===== config.mk =====
export PLATFORM = sky130hd
export DESIGN_NAME = pos_matrix_scan_flat
export DESIGN_NICKNAME = d
export VERILOG_FILES = /design/src/rtl/pos_matrix_scan_if.sv /design/src/rtl/pos_matrix_scan.sv /design/src/flat_wrapper.sv
export SDC_FILE = /design/constraint.sdc
export NUM_CORES = 1
export LEC_CHECK = 0
export CAP_MARGIN = 20
export CORE_MARGIN = 3
export CORE_UTILIZATION = 48
export DETAILED_ROUTE_END_ITERATION = 8
export DONT_BUFFER_PORTS = 1
export PLACE_DENSITY = 0.7
export SLEW_MARGIN = 10
export SYNTH_ARGS = -nofsm -noshare
export SYNTH_HDL_FRONTEND = slang
export SYNTH_SLANG_ARGS = --single-unit

===== constraint.sdc =====
create_clock -name clk -period 3 [get_ports clk]
set_input_delay 0.6 -clock clk [delete_from_list [all_inputs] [get_ports clk]]
set_output_delay 0.6 -clock clk [all_outputs]
set_load 0.1 [all_outputs]

===== src/rtl/pos_matrix_scan_if.sv =====
// Bundle between the position RAM export and the LED matrix scanner.
// The master side supplies the enable and the packed positions.
// The slave side (the scanner) returns the row and column drive and the frame pulse.
interface pos_matrix_scan_if;
  logic        en;
  logic [47:0] pos;
  logic [7:0]  row;
  logic [7:0]  col;
  logic        frame_done;

  modport master (
    output en,
    output pos,
    input  row,
    input  col,
    input  frame_done
  );

  modport slave (
    input  en,
    input  pos,
    output row,
    output col,
    output frame_done
  );
endinterface


===== src/rtl/pos_matrix_scan.sv =====
// pos_matrix_scan: turns the eight packed (row,col) piece positions into a
// row-multiplexed 8x8 LED drive. The position word is snapshotted only at frame
// boundaries (and during reset), so a frame never shows a half-updated board.
// Each row is held for DIV clocks. The columns stay dark for the first BLANK
// clocks of each row to hide ghosting from the previous row.
module pos_matrix_scan #(
  parameter int DIV   = 1000,
  parameter int BLANK = 2
) (
  input  logic             clk,
  input  logic             reset,
  pos_matrix_scan_if.slave bus
);

  localparam logic [15:0] CNT_LAST = 16'(DIV - 1);

  logic [15:0] cnt_q, cnt_d;
  logic [2:0]  row_idx_q, row_idx_d;
  logic [47:0] snap_q, snap_d;
  logic [7:0]  row_q, row_d;
  logic [7:0]  col_q, col_d;
  logic        frame_done_q, frame_done_d;
  logic        blank;
  logic [7:0]  row_cols;

  // With BLANK of zero no clock is blanked, so the compare is left out entirely
  generate
    if (BLANK == 0) begin : g_no_blank
      assign blank = 1'b0;
    end else begin : g_blank
      assign blank = (cnt_q < 16'(BLANK));
    end
  endgenerate

  // Column pattern of the current row: OR together every piece that sits in it
  always_comb begin
    row_cols = '0;
    for (int i = 0; i < 8; i++) begin
      if (snap_q[47-6*i -: 3] == row_idx_q) begin
        row_cols[snap_q[44-6*i -: 3]] = 1'b1;
      end
    end
  end

  // Next-state for the row counter, snapshot and registered drive outputs
  always_comb begin
    cnt_d        = cnt_q;
    row_idx_d    = row_idx_q;
    snap_d       = snap_q;
    row_d        = 8'h00;
    col_d        = 8'h00;
    frame_done_d = 1'b0;

    if (reset) begin
      cnt_d     = 16'd0;
      row_idx_d = 3'd0;
      snap_d    = bus.pos;
    end else if (bus.en) begin
      row_d = 8'b1 << row_idx_q;
      col_d = blank ? 8'h00 : row_cols;
      if (cnt_q == CNT_LAST) begin
        cnt_d     = 16'd0;
        row_idx_d = row_idx_q + 3'd1;
        if (row_idx_q == 3'd7) begin
          snap_d       = bus.pos;
          frame_done_d = 1'b1;
        end
      end else begin
        cnt_d = cnt_q + 16'd1;
      end
    end
  end

  // State and output registers; reset is folded into the next-state logic
  always_ff @(posedge clk) begin
    cnt_q        <= cnt_d;
    row_idx_q    <= row_idx_d;
    snap_q       <= snap_d;
    row_q        <= row_d;
    col_q        <= col_d;
    frame_done_q <= frame_done_d;
  end

  assign bus.row        = row_q;
  assign bus.col        = col_q;
  assign bus.frame_done = frame_done_q;

endmodule


===== src/flat_wrapper.sv =====
// flat-port wrapper written by rule: the top's interface ports become plain ports
module pos_matrix_scan_flat 
#(
  parameter int DIV   = 1000,
  parameter int BLANK = 2
)
  (clk, reset, bus_en, bus_pos, bus_row, bus_col, bus_frame_done);
  pos_matrix_scan_if bus_i ();
  input  logic clk;
  input  logic reset;
  input wire logic [$bits(bus_i.en)-1:0] bus_en;
  input wire logic [$bits(bus_i.pos)-1:0] bus_pos;
  output wire logic [$bits(bus_i.row)-1:0] bus_row;
  output wire logic [$bits(bus_i.col)-1:0] bus_col;
  output wire logic [$bits(bus_i.frame_done)-1:0] bus_frame_done;
  assign bus_i.en = bus_en;
  assign bus_i.pos = bus_pos;
  assign bus_row = bus_i.row;
  assign bus_col = bus_i.col;
  assign bus_frame_done = bus_i.frame_done;
  pos_matrix_scan #(.DIV(DIV), .BLANK(BLANK)) u_core (.clk(clk), .reset(reset), .bus(bus_i));
endmodule

# Yosys cells after proc, flatten, opt, wreduce, memory -nomap -nowiden
# Cells that the tools add are included.
# op_classes
n_eq_ne,10
mul,0
magnitude_cmp,17
n_div,0
reduce_logical,16
add_sub_neg,2
shifts,1
bitwise,9
n_mux,30
# ops
operator,count
2-to-1 mux 48 bit,4
2-to-1 mux 8 bit,8
bitwise OR 8 bit,7
"less-than comparator 3 x 4 -> 1 bit, second input constant",8
demux 1 bit (select 3 bit),8
equality test 3 bit,8
"greater-or-equal comparator 3 x 1 -> 1 bit, second input constant",8
"adder 16 x 1 -> 16 bit, second input constant",1
"equality test 16 x 10 -> 1 bit, second input constant",1
"less-than comparator 16 x 2 -> 1 bit, second input constant",1
2-to-1 mux 16 bit,1
2-to-1 mux 1 bit,9
logical AND 1 bit,8
"left shift 1 x 3 -> 8 bit, first input constant",1
nonzero test 2 bit,3
OR reduction 3 bit,2
"adder 3 x 1 -> 3 bit, second input constant",1
"equality test 3 bit, second input constant",1
AND reduction 3 bit,1
inverter 1 bit,2
AND reduction 2 bit,1
OR reduction 2 bit,1
# totals
ram_bits,0
latchBits,0
reg_bits,84
memories,0
out_inout_bits,17
romBits,0
word_cells,91
in_bits,51

# Longest topological paths before layout
# depth
depth_word,19
ltp_mapped,7

# Least setup slack after synthesis
# Ideal clock, no wire load.
# synth_path
kind,input-to-reg
from,input port bus_en
to,register u_core.snap_q[0] (enable)
n_path_buf,1
setup_time_ns,0.407
slack_ns,0.024
t_arrival_ns,2.569
stages,5
required_ns,2.593
cell_sequence,clkbuf_1 nand3_1 nor4_1 nand3_1 nand2_1
# synth_via
elab_chain_len,2
# synth_lines
element,line,rtl
"start, declared",flat_wrapper.sv:11,input wire logic [$bits(bus_i.en)-1:0] bus_en;
nonzero test 2 bit (no line),n/a,
AND reduction 3 bit (no line),n/a,
"end signal, assigned",pos_matrix_scan.sv:78,snap_q <= snap_d;
"end, declared",pos_matrix_scan.sv:19,"logic [47:0] snap_q, snap_d;"
# No other way between the ends.
# A chain may end at the register's enable or synchronous reset.

# Final worst setup path
# layout_path
from,register u_core.cnt_q[11]
to,register u_core.snap_q[41] (enable)
# layout_via
elab_chain_len,3
# layout_lines
element,line,rtl
"start, declared",pos_matrix_scan.sv:17,"logic [15:0] cnt_q, cnt_d;"
"start signal, assigned",pos_matrix_scan.sv:76,cnt_q <= cnt_d;
equality test 16 x 10 -> 1 bit,pos_matrix_scan.sv:61,if (cnt_q == CNT_LAST) begin
nonzero test 2 bit (no line),n/a,
AND reduction 3 bit (no line),n/a,
# No other way between the ends.

==> summary.txt <==
Logic synthesis
  • Ys async rst share: 0%
  • Count leader, synth: edfxtp_1
  • Synth area leader: edfxtp_1
  • EDFF count, synth: 48
  • Syn_nets: 397
  • YS warnings: 0
  • Ranking of synthesized cells by area: edfxtp_1 (37%), dfxtp_1 (19%), xor2_1 (7.9%)
  • Synthesized cell area: 3879 sq um
  • Synth top area share: 37.16%
  • FF+latch count, synth: 84
  • Synth unique cells: 40
  • Commonest cells post-synth: edfxtp_1 (48), dfxtp_1 (36), xor2_1 (35)
  • Sequential element share of the synthesized area: 55.74%
  • Synthesized area per cell: 11.41 sq um
  • Most used flip-flop cell after synthesis: edfxtp_1
  • Synth Instances: 340

Pwr
  • Sw Share: 24.87%
  • Comb power frac: 6.2%
  • Leakage: 1.439 nW
  • PD cells: 549.6 nW/um^2
  • Part of the power in registers: 57.4%
  • Max VDD drop: 0.2161 mV
  • Internal power: 0.001756 W
  • Clock power share: 36.4%
  • Total power: 0.002337 W
  • Net load switching power: 0.0005813 W

Critical path
  • Worst r2r src: u_core.cnt_q[11]$_SDFFE_PP0P_
  • Startpoint Class: flop
  • Crit path max fanout: 48
  • WP data required: 3.04 ns
  • R2r endpoint: u_core.snap_q[41]$_DFFE_PP_
  • CP Capture Type: flop
  • CP Class: flop to flop
  • R2R depth: 5
  • Reg2reg setup slack: 0.65 ns
  • CP Data Arrival Time: 2.39 ns

Run status
  • Status: complete, no violations

Global routing
  • Total global routing track utilization: 18.28%
  • Initial antenna violation count: 1
  • Grt ovf: 0
  • First-pass GRT wire length: 12.65 mm
  • Largest net degree at the start of global routing: 49
  • Number of global-route vias before repair: 2554

Cells and area
  • Area Growth Syn to Fin: 9.645%
  • Non-filler cells, final: 456
  • Nets: 406
  • Number of fill cells in the layout: 667
  • Share of post-route cells with drive strength above 1: 11.86%
  • Final core utilization: 54.75%
  • Ant diodes: 0

Floorplanning
  • Die width: 95.89 um
  • Rows: 32
  • Die area: 9195 sq um
  • Die Y: 95.89 um
  • Initial Util: 49.94%
  • Core footprint: 7767 sq um
  • # IOs: 68

Route
  • Vias: 2699
  • DRC viols: 0
  • Vias per std cell: 5.919
  • WL/cell: 18.20 um
  • DRT iter0 DRCs: 140
  • WL final: 8.297 mm
  • DRT antenna net count: 0
  • First drt pass iteration count: 4

Clocking
  • Max Buffers Root-to-Sink: 2
  • H-tree Lvls: 3
  • Setup Buffers After CTS: 0
  • Clock Latency Late Sink: 0.36 ns
  • Number of gates resized after cts: 0
  • CTS clk-pin slew, worst paths: 0.09 ns
  • Hold-fix buffers at CTS: 0
  • CTS Buf Count: 9
  • CTS tree: done
  • Root Buffer: clkbuf_8
  • Clock sink total: 84

Flow run
  • Total of max-cap violations: 0

STA
  • Fin Hold WS: 0.2961 ns
  • FMAX: 425.7 MHz
  • Max Slew Vio Count: 0
  • Min cycle time layout: 2.349 ns
  • Setup TNS: 0 ns
  • Slew HR: 34.38%
  • Final setup fails: 0
  • RSZ-0062 raised after global routing: no
  • Final period utilization: 78.30%
  • Fin. Hold Viols: 0
  • Worst Tran Pin Value: 0.9830 ns
  • Clock Skew: 0.01434 ns

Worst hold path
  • Worst hold start: reset
  • Worst min-delay path category: input port to flop
  • Hold Path Sink: u_core.row_idx_q[2]$_SDFFE_PP0P_
  • Hold Path Depth: 1

Placed design
  • Placer Congestion: 0.9675
  • DP HPWL: 6.035 mm
  • DP Cell Count: 440
  • IO buf count: 0
[critical path: stages, from the launching register on]
cell     delay [ns]
dfxtp_1        0.34
or4_4          0.55
nor4_1         0.54
nand3_1        0.19
nand2_2        0.12
buf_12         0.24
[how the worst max path moves through the flow]
stage                                        startpoint                     endpoint
after CTS                  u_core.cnt_q[3]$_SDFFE_PP0P_  u_core.snap_q[22]$_DFFE_PP_
after global placement    u_core.cnt_q[11]$_SDFFE_PP0P_  u_core.snap_q[17]$_DFFE_PP_
after detailed placement  u_core.cnt_q[12]$_SDFFE_PP0P_  u_core.snap_q[31]$_DFFE_PP_
after global routing       u_core.cnt_q[3]$_SDFFE_PP0P_  u_core.snap_q[38]$_DFFE_PP_
after floorplan                                  bus_en   u_core.snap_q[0]$_DFFE_PP_
final                     u_core.cnt_q[11]$_SDFFE_PP0P_  u_core.snap_q[41]$_DFFE_PP_
[registers in the layout, indices dropped and copies added, names as in the netlist]
register               flops
u_core.snap_q             48
u_core.row_idx_q           3
u_core.cnt_q              16
u_core.bus.col             8
u_core.bus.row             8
u_core.bus.frame_done      1
[cell type report]
type	count	area [sq um]	share of cell area, %
sequential	84	2162	50.84
multi-input combinational	238	1639	38.54
clock buffer	11	173.9	4.089
tap	102	127.6	3.001
timing repair buffer	8	72.57	1.706
clock inverter	5	47.55	1.118
inverter	8	30.03	0.7061
[power by group through the flow]
stage | logic, W | clock network (W) | registers (W)
floorplan | 0.000115 | 0 | 0.00135
CTS | 0.000143 | 0.000870 | 0.00134
finish | 0.000145 | 0.000852 | 0.00134
global placement | 0.000140 | 0 | 0.00136
global route | 0.000161 | 0.000908 | 0.00135
detailed placement | 0.000143 | 0 | 0.00137
[per-stage QoR]
stage | instance area (sq um) | worst slack (ns)
2_1_floorplan | 3879 | 0.02432
3_3_place_gp | 4031 | 0.7281
3_5_place_dp | 4031 | 0.6868
4_1_cts | 4253 | 0.6582
5_1_grt | 4253 | 0.4914
6_report | 4253 | 0.6509
[layer usage]
| metal | share of wire [%] | vias to the layer above | wire length, um | global-route usage (%) |
|---|---|---|---|---|
| met2 | 47 | 93 | 3930 | 28.26 |
| met4 | 2.0 | 2 | 167 | 7.464 |
| met1 | 42 | 1263 | 3444 | 22.52 |
| met5 | 0.24 | - | 20 | 0 |
| li1 | - | 1325 | - | - |
| met3 | 8.8 | 16 | 734 | 7.740 |
[kinds of logic (layout without fill, tap and decap cells)]
family / Yosys count / count (layout) / share of synthesized area [%]
adder cells (fa/ha/maj): 6 / 6 / 1.935
XOR/XNOR: 36 / 36 / 8.129
flip-flops: 84 / 84 / 55.74
multiplexers: 1 / 1 / 0.2581
buffers and inverters: 18 / 32 / 2.065
AO/OA/AOI/OAI: 43 / 43 / 8.323
AND/OR/NAND/NOR: 152 / 152 / 23.55
[placed cells by master (no fill, tap or decap), types with 2 or more instances in the layout]
| cell type | count |
|---|---|
| nor3_1 | 2 |
| and3_1 | 2 |
| nor2b_1 | 6 |
| nor2_1 | 24 |
| and2_1 | 6 |
| o21ai_0 | 5 |
| or4_4 | 3 |
| nand4_1 | 7 |
| nor4_1 | 33 |
| a21oi_1 | 6 |
| inv_8 | 2 |
| a41oi_1 | 3 |
| nand3b_1 | 11 |
| nand3_1 | 16 |
| or3_1 | 5 |
| a22oi_1 | 5 |
| a2bb2oi_1 | 2 |
| or3b_2 | 9 |
| inv_1 | 8 |
| a31oi_1 | 5 |
| nand2b_1 | 3 |
| a32oi_1 | 6 |
| dfxtp_1 | 36 |
| nor4b_1 | 6 |
| clkbuf_8 | 9 |
| clkbuf_16 | 2 |
| nor2_2 | 3 |
| buf_4 | 7 |
| a2111oi_0 | 8 |
| edfxtp_1 | 48 |
| or4_1 | 2 |
| ha_1 | 6 |
| xor2_1 | 35 |
| nand2_1 | 11 |
Note: power is estimated with default switching activity, not from simulation.
==> patch, RTL diff (config.mk and constraints unchanged) <==
`DIV` is set to 1000 in 2 places; all go to 750.
--- a/src/rtl/pos_matrix_scan.sv
+++ b/src/rtl/pos_matrix_scan.sv
@@ -6,3 +6,3 @@
 module pos_matrix_scan #(
-  parameter int DIV   = 1000,
+  parameter int DIV   = 750,
   parameter int BLANK = 2
--- a/src/flat_wrapper.sv
+++ b/src/flat_wrapper.sv
@@ -3,3 +3,3 @@
 #(
-  parameter int DIV   = 1000,
+  parameter int DIV   = 750,
   parameter int BLANK = 2
Behaviour: no difference found for any inputs over 4 cycles, from zero or initial values and one cycle with reset high; that may be too few to reach the edited logic, so the function may still have changed.
==> patch against the unedited design <==
First-iteration DRC count rose by 120%; utilization fell by 0.73 points; worst setup slack got worse by 0.017 ns; total power fell by 3.1%; area after synthesis rose by 0.42%; sequential cell count did not move; wire length rose by 3.9%; cell area fell by 0.82%.
==> patch: results (changes against the unedited design) <==
initial antenna violation count=0 (-1); DP HPWL=6.34 mm (+5.0%); RD Place Congestion=0.935 (-3.3%); WP data arrival=2.57 ns (+0.18 ns); slowest CP cell=dfxtp_1; ratio of cells with drive above 1 in the final layout=9.55% (-2.3 points); Leakage=1.36 nW (-5.2%); Worst IR Drop VDD=0.312 mV (+45%); highest metal used=met4; met3 usage=7.19% (-0.55 points); GRT met1 Usage=25.8% (+3.3 points); comb pwr=137 uW (-6%); Layout Skew=0.0110 ns (-0.00338 ns); GR Util All Layers=19.2% (+0.95 points); Synth area leaders=edfxtp_1, dfxtp_1, xor2_1, nor4_1, nand3b_1; First-pass DRT Iterations=5 (+1); Post-DP Area=4030 sq um (-0.16%); Net Sw Frac=24.5% (-0.32 points); relative slew slack=34.2% (-0.21 points); first-pass GRT wire length=13.3 mm (+5.2%); root buf cell=clkbuf_8; Post-synth top cells=edfxtp_1, nor4_1, dfxtp_1, xor2_1, nor2_1; kind of cell adding the most delay to the critical path=compound AO/OA/AOI/OAI gates; CP max FO=12 (-75%); pre-CTS setup slack=0.707 ns (+0.0201 ns); met3 wire length=645 um (-12%); Setup WS post-layout=0.634 ns (-0.0169 ns); R2R Path End=u_core.bus.col[6]$_SDFF_PP0_; status=completed; vias in the first global route=2,602 (+1.9%); M1 WL=3.88 mm (+13%); syn nets=403 (+1.5%); DR WL met2=3.99 mm (+1.6%); Final Net Count=410 (+0.99%)
[patch: cells by family (layout without fill, tap and decap cells)]
group	Yosys count	in the layout	share of synthesized area [%]
xor gates and xnor gates	35	35	7.87
and+or+nand+nor	158	158	24.3
DFF	84	84	55.5
buffers and inverters	16	27	1.86
AOI/OAI and AO/OA	45	45	8.19
adders and majority gates	7	7	2.25
[patch: worst max-delay path by stage]
stage | startpoint | to
2_1_floorplan | bus_en | u_core.snap_q[0]$_DFFE_PP_
3_3_place_gp | u_core.row_idx_q[1]$_SDFFE_PP0P_ | u_core.bus.col[7]$_SDFF_PP0_
3_5_place_dp | u_core.row_idx_q[1]$_SDFFE_PP0P_ | u_core.bus.col[6]$_SDFF_PP0_
4_1_cts | u_core.row_idx_q[1]$_SDFFE_PP0P_ | u_core.bus.col[6]$_SDFF_PP0_
5_1_grt | u_core.row_idx_q[0]$_SDFFE_PP0P_ | u_core.bus.col[0]$_SDFF_PP0_
6_report | u_core.row_idx_q[0]$_SDFFE_PP0P_ | u_core.bus.col[6]$_SDFF_PP0_
[patch: metrics by stage]
step / total power, mW / hold slack (ns) / instances
floorplan: 1.47 / 0.458 / 345
global placement: 1.51 / 0.489 / 443
detailed placement: 1.51 / 0.499 / 443
CTS: 2.28 / 0.285 / 458
global route: 2.34 / 0.282 / 458
finish: 2.26 / 0.299 / 458
[patch: layout make-up]
type / count / area [sq um] / area share [%]
Sequential cell: 84 / 2160 / 51.3
Clock inverter: 4 / 30.0 / 0.712
Tap cell: 102 / 128 / 3.03
Clock buffer: 11 / 163 / 3.86
Multi-Input combinational cell: 245 / 1660 / 39.4
Timing Repair Buffer: 4 / 42.5 / 1.01
Inverter: 8 / 30.0 / 0.712
